===== src/rtl/mips_pkg.sv =====
// Shared MIPS pipeline definitions: fetch FSM states, NOP encoding,
// and instruction field positions shared by fetch, hazard and decode.
package mips_pkg;

  typedef enum logic [1:0] {
    FILL = 2'd0,
    RUN  = 2'd1,
    HOLD = 2'd2
  } fetch_state_t;

  localparam logic [31:0] NOP_INSTR = 32'h0000_0000;

  localparam int OPC_MSB = 31;
  localparam int OPC_LSB = 26;
  localparam int RS_MSB  = 25;
  localparam int RS_LSB  = 21;
  localparam int RT_MSB  = 20;
  localparam int RT_LSB  = 16;
  localparam int RD_MSB  = 15;
  localparam int RD_LSB  = 11;

  function automatic logic [5:0] f_opcode(input logic [31:0] instr);
    return instr[OPC_MSB:OPC_LSB];
  endfunction

  function automatic logic [4:0] f_rs(input logic [31:0] instr);
    return instr[RS_MSB:RS_LSB];
  endfunction

  function automatic logic [4:0] f_rt(input logic [31:0] instr);
    return instr[RT_MSB:RT_LSB];
  endfunction

endpackage


===== src/rtl/mips_fetch_stage_ifid_reg.sv =====
// IF/ID pipeline register with load, hold and flush (flush wins).
// Ports: clk, rst_n, i_load, i_flush, i_instr, i_pc4 -> o_valid, o_instr, o_pc4.
module ifid_reg
  import mips_pkg::*;
#(
  parameter int ADDR_W = 32
) (
  input  logic              clk,
  input  logic              rst_n,
  input  logic              i_load,
  input  logic              i_flush,
  input  logic [31:0]       i_instr,
  input  logic [ADDR_W-1:0] i_pc4,
  output logic              o_valid,
  output logic [31:0]       o_instr,
  output logic [ADDR_W-1:0] o_pc4
);

  always_ff @(posedge clk or negedge rst_n) begin
    if (!rst_n) begin
      o_valid <= 1'b0;
      o_instr <= NOP_INSTR;
      o_pc4   <= '0;
    end else if (i_flush) begin
      o_valid <= 1'b0;
      o_instr <= NOP_INSTR;
      o_pc4   <= '0;
    end else if (i_load) begin
      o_valid <= 1'b1;
      o_instr <= i_instr;
      o_pc4   <= i_pc4;
    end
  end

endmodule


===== src/rtl/mips_fetch_stage.sv =====
// MIPS instruction-fetch stage: PC, synchronous imem driver, skid buffer, IF/ID.
// Ports: clk, rst_n, pc_en, if_en, redirect_valid/pc, imem_addr/rdata, ifid_*;
// optional stall_cnt/flush_cnt counters when IF_PERF_CNT_EN is defined.
module mips_fetch_stage
  import mips_pkg::*;
#(
  parameter int              ADDR_W   = 32,
  parameter logic [ADDR_W-1:0] RESET_PC = ADDR_W'(32'h0000_0000)
) (
  input  logic              clk,
  input  logic              rst_n,
  input  logic              pc_en,
  input  logic              if_en,
  input  logic              redirect_valid,
  input  logic [ADDR_W-1:0] redirect_pc,
  output logic [ADDR_W-1:0] imem_addr,
  input  logic [31:0]       imem_rdata,
  output logic              ifid_valid,
  output logic [31:0]       ifid_instr,
  output logic [ADDR_W-1:0] ifid_pc4,
  output logic [5:0]        ifid_opcode,
  output logic [4:0]        ifid_rs,
  output logic [4:0]        ifid_rt
`ifdef IF_PERF_CNT_EN
  ,
  output logic [15:0]       stall_cnt,
  output logic [15:0]       flush_cnt
`endif
);

  localparam logic [ADDR_W-1:0] PC_STEP = ADDR_W'(4);
  localparam logic [ADDR_W-1:0] ALIGN_M = ~ADDR_W'(3);

  fetch_state_t      r_state;
  fetch_state_t      w_state_nxt;
  logic [ADDR_W-1:0] r_pc_q;
  logic [ADDR_W-1:0] r_f_pc;
  logic              r_f_valid;
  logic [31:0]       r_hold_instr;

  logic              w_stall;
  logic              w_issue;
  logic              w_park;
  logic              w_flush;
  logic              w_ifid_load;
  logic [31:0]       w_ifid_src;

  // A mismatch between the two enables is treated as a stall.
  assign w_stall   = ~(pc_en & if_en);
  assign imem_addr = r_pc_q;

  always_comb begin
    w_state_nxt = r_state;
    w_issue     = 1'b0;
    w_park      = 1'b0;
    w_flush     = 1'b0;
    w_ifid_load = 1'b0;
    w_ifid_src  = imem_rdata;
    if (redirect_valid) begin
      w_flush     = 1'b1;
      w_state_nxt = FILL;
    end else begin
      unique case (r_state)
        FILL: begin
          if (!w_stall) begin
            w_issue     = 1'b1;
            w_state_nxt = RUN;
          end
        end
        RUN: begin
          if (!w_stall) begin
            w_ifid_load = r_f_valid;
            w_issue     = 1'b1;
          end else begin
            // Memory moves on next cycle; park this response.
            w_park      = 1'b1;
            w_state_nxt = HOLD;
          end
        end
        HOLD: begin
          // While stalled, imem_rdata reflects pc_q, not f_pc: ignore it.
          if (!w_stall) begin
            w_ifid_load = r_f_valid;
            w_ifid_src  = r_hold_instr;
            w_issue     = 1'b1;
            w_state_nxt = RUN;
          end
        end
        default: begin
          w_state_nxt = FILL;
        end
      endcase
    end
  end

  always_ff @(posedge clk or negedge rst_n) begin
    if (!rst_n) begin
      r_state      <= FILL;
      r_pc_q       <= RESET_PC;
      r_f_pc       <= '0;
      r_f_valid    <= 1'b0;
      r_hold_instr <= NOP_INSTR;
    end else begin
      r_state <= w_state_nxt;
      if (w_flush) begin
        r_pc_q    <= redirect_pc & ALIGN_M;
        r_f_valid <= 1'b0;
      end else if (w_issue) begin
        r_pc_q    <= r_pc_q + PC_STEP;
        r_f_pc    <= r_pc_q;
        r_f_valid <= 1'b1;
      end
      if (w_park) begin
        r_hold_instr <= imem_rdata;
      end
    end
  end

  ifid_reg #(
    .ADDR_W (ADDR_W)
  ) u_ifid (
    .clk     (clk),
    .rst_n   (rst_n),
    .i_load  (w_ifid_load),
    .i_flush (w_flush),
    .i_instr (w_ifid_src),
    .i_pc4   (r_f_pc + PC_STEP),
    .o_valid (ifid_valid),
    .o_instr (ifid_instr),
    .o_pc4   (ifid_pc4)
  );

  assign ifid_opcode = f_opcode(ifid_instr);
  assign ifid_rs     = f_rs(ifid_instr);
  assign ifid_rt     = f_rt(ifid_instr);

`ifdef IF_PERF_CNT_EN
  always_ff @(posedge clk or negedge rst_n) begin
    if (!rst_n) begin
      stall_cnt <= 16'h0000;
      flush_cnt <= 16'h0000;
    end else begin
      if (!redirect_valid && w_stall && r_state != FILL
          && stall_cnt != 16'hFFFF) begin
        stall_cnt <= stall_cnt + 16'd1;
      end
      if (redirect_valid && flush_cnt != 16'hFFFF) begin
        flush_cnt <= flush_cnt + 16'd1;
      end
    end
  end
`endif

endmodule


===== config.mk =====
export PLATFORM = sky130hd
export DESIGN_NAME = mips_fetch_stage
export DESIGN_NICKNAME = d
export VERILOG_FILES = /design/src/rtl/mips_pkg.sv /design/src/rtl/mips_fetch_stage_ifid_reg.sv /design/src/rtl/mips_fetch_stage.sv
export SDC_FILE = /design/constraint.sdc
export NUM_CORES = 1
export LEC_CHECK = 0
export BUFFER_PORTS_ARGS = -buffer_cell sky130_fd_sc_hd__buf_2
export CAP_MARGIN = 30
export CORE_MARGIN = 2
export CORE_UTILIZATION = 44
export CTS_BUF_LIST = sky130_fd_sc_hd__clkbuf_4 sky130_fd_sc_hd__clkbuf_8
export CTS_CLUSTER_DIAMETER = 150
export CTS_CLUSTER_SIZE = 28
export DETAILED_ROUTE_END_ITERATION = 10
export GPL_TIMING_DRIVEN = 0
export PLACE_DENSITY = 0.67
export SLEW_MARGIN = 20
export SYNTH_ARGS = -nofsm -noshare
export SYNTH_HDL_FRONTEND = slang
export SYNTH_SLANG_ARGS = --single-unit

===== constraint.sdc =====
create_clock -name clk -period 2.5 [get_ports clk]
set_input_delay 0.5 -clock clk [delete_from_list [all_inputs] [get_ports clk]]
set_output_delay 0.5 -clock clk [all_outputs]
set_load 0.005 [all_outputs]

==> flow_summary.ini <==
[placement]
io_buffer_count = 177
place_inst = 1100
gp_congestion = 0.817
dp.final_hpwl_um = 13700
place_area_um2 = 8910

[power]
switchingPower_mw = 1.59
clkPwrFrac_pct = 33.6
swShare_pct = 26.7
p_int_mw = 4.35
leakage_nw = 4.55
ir_drop_uv = 347
pwr-share-seq_pct = 53.5
p_comb_share_pct = 12.9
p_per_area_nw_per_um2 = 636

[cts]
numCtsBuffers = 17
cts.path.max_buffers = 2
cts-resized-gates = 0
cts_hold_buffers = 0
cts-htree-levels = 4
clk_latency_ns = 0.45
clock_sinks = 159
cts_tree = done
cts_root_buf = clkbuf_8
postCtsSetupBuffers = 0
clkTransAtPathRegs_ns = 0.08

[synth]
yosys.cell_types.count = 41
yosys_warnings = 0
ys_async_sr_fraction_pct = 100
ys_ff_latch = 159
yosysSeqAreaShare_pct = 51.7
syn-instance-count = 696
synthFlopType = dfrtp_1
synth_edf_count = 0
syn_avg_cell_area_um2 = 11.1
synth_area_um2 = 7700

[sta]
layout_min_cycle_time_ns = 2.24
clock_skew_ns = 0.0120
report.final.setup_viol = 0
relSlewSlack_pct = 49.9
drv_slew = 0
rsz0062_at_grt = false
tightestPinTransition_ns = 0.745
post-route-period-util_pct = 89.5
max_freq_ghz = 0.447
hold_violations = 0

[route]
drtAntennaViolNets = 0
wl_per_cell_um = 16.1
num_vias = 5843
dr.pass1.iters = 4
viasPerCell = 5.17
wl_um = 18200
drt_iter0_markers = 193
drc = 0

[global_route]
grt_pass1_vias = 5550
grt-ovfl-total = 0
grt_usage_pct = 20.0
grt_pass1_wl_um = 28700
antenna_found_initial = 0
grt_max_degree = 87

[die]
floorplan.core_area_um2 = 17200
die_h_um = 136
initial_core_util_pct = 44.8
die_width_um = 136
rows = 48
pin_count = 182
die_area_um2 = 18600

[cells_and_area]
final_nets = 968
area_delta_synth_final_pct = 21.1
n_antenna_cell = 0
drive_gt1_share_pct = 35.4
mostFrequentLayoutCell = buf_2
layout_common_cells = buf_2, dfrtp_1, nor2_1
final_area_um2 = 9330
fin_cells = 1131

[critical_path]
critPathLaunchType = flip-flop
critPathRequiredTime_ns = 2.87
cp-end-kind = flip-flop
critical_path_class = reg -> reg
reg2reg_depth = 6
arrival_ns = 2.61
crit_fanout = 6

[run_status]
outcome = completed

[run]
maxCapViolCount = 0

[worst_hold_path]
hold_class = in -> async
## state kept, by name, summed over array words and instances (netlist names)
| name | count |
|---|---|
| imem_addr | 30 |
| r_f_pc | 30 |
| r_f_valid | 1 |
| r_hold_instr | 32 |
| r_state | 2 |
| u_ifid.o_instr | 32 |
| u_ifid.o_pc4 | 31 |
| u_ifid.o_valid | 1 |
## stage by stage
stage                     utilization [%]  worst slack [ns]  total power [mW]  TNS [ns]  hold WS, ns
after global routing                 54.3            0.0186              6.22         0       0.0752
final                                54.3             0.261              5.94         0       0.0552
after global placement               51.7             -1.51              3.96   -237.27        0.462
after floorplan                         -             0.670              3.64         0        0.204
after CTS                            54.3             0.263              6.00         0       0.0537
after detailed placement             51.9             0.246              4.00         0        0.491
## path summary, 6_finish.rpt
check	startpoint	to	slack (ns)
worst max-delay path	r_state[0]$_DFFE_PN0P_	imem_addr[21]$_DFFE_PN0P_	0.26
worst max register to register	r_state[0]$_DFFE_PN0P_	imem_addr[21]$_DFFE_PN0P_	0.26
worst min register to register	u_ifid.o_pc4[29]$_DFFE_PN0P_	u_ifid.o_pc4[29]$_DFFE_PN0P_	0.50
min in group clk	redirect_pc[13]	imem_addr[13]$_DFFE_PN0P_	0.25
max in group asynchronous	rst_n	r_f_pc[28]$_DFFE_PN0P_	1.65
worst min-delay path	rst_n	u_ifid.o_instr[24]$_DFFE_PN0P_	0.06
## cell type report
| class | count | area (um2) |
|---|---|---|
| Multi-Input combinational cell | 475 | 3370 |
| Fill cell | 1630 | 7850 |
| Clock buffer | 21 | 283 |
| Timing Repair Buffer | 178 | 923 |
| Tap cell | 225 | 282 |
| Sequential cell | 159 | 3980 |
| Inverter | 5 | 18.8 |
| Clock inverter | 10 | 136 |
| Buffer | 58 | 334 |
## synth_stat cells (14+ instances only)
cell type / n / area, um2
nor2_1: 74 / 278
and3_1: 14 / 87.6
buf_4: 21 / 158
dfrtp_1: 159 / 3980
xnor2_1: 14 / 123
clkbuf_1: 19 / 71.3
nand4_1: 26 / 163
xor2_1: 43 / 377
nand2_1: 54 / 203
mux2_2: 61 / 687
o21ai_0: 29 / 145
a211oi_1: 51 / 383
nand3_1: 21 / 105
mux2i_1: 33 / 330
## worst max-delay path: stages (launching register included)
cell      delay, ns
dfrtp_1        0.45
ha_1           0.29
nand4b_1       0.26
nor3_1         0.62
nand4_1        0.21
xor2_1         0.18
o21ai_0        0.14
## routing by layer
| metal | track usage, % | vias up | wire, um |
|---|---|---|---|
| li1 | - | 2843 | - |
| met1 | 27.7 | 2828 | 8440 |
| met2 | 32.0 | 166 | 8590 |
| met3 | 3.95 | 6 | 1100 |
| met4 | 5.67 | 0 | 104 |
| met5 | 0 | - | 0 |
## kinds of logic after synthesis
logic type	count (synthesis)	synth area share (%)
simple gates	221	14.5
xor+xnor	57	6.48
mux	94	13.2
flops	159	51.7
other cells	1	0.0487
compound gates	96	8.69
buf+inv	63	4.58
fa+ha+maj	5	0.812
## power groups by stage
stage	clock network, mW	logic, mW	registers (mW)
after detailed placement	0	0.774	3.22
after global placement	0	0.750	3.21
final	2.00	0.765	3.18
after CTS	2.05	0.780	3.17
after floorplan	0	0.500	3.14
after global routing	2.14	0.856	3.22
Note: power is estimated with default switching activity, not from simulation.
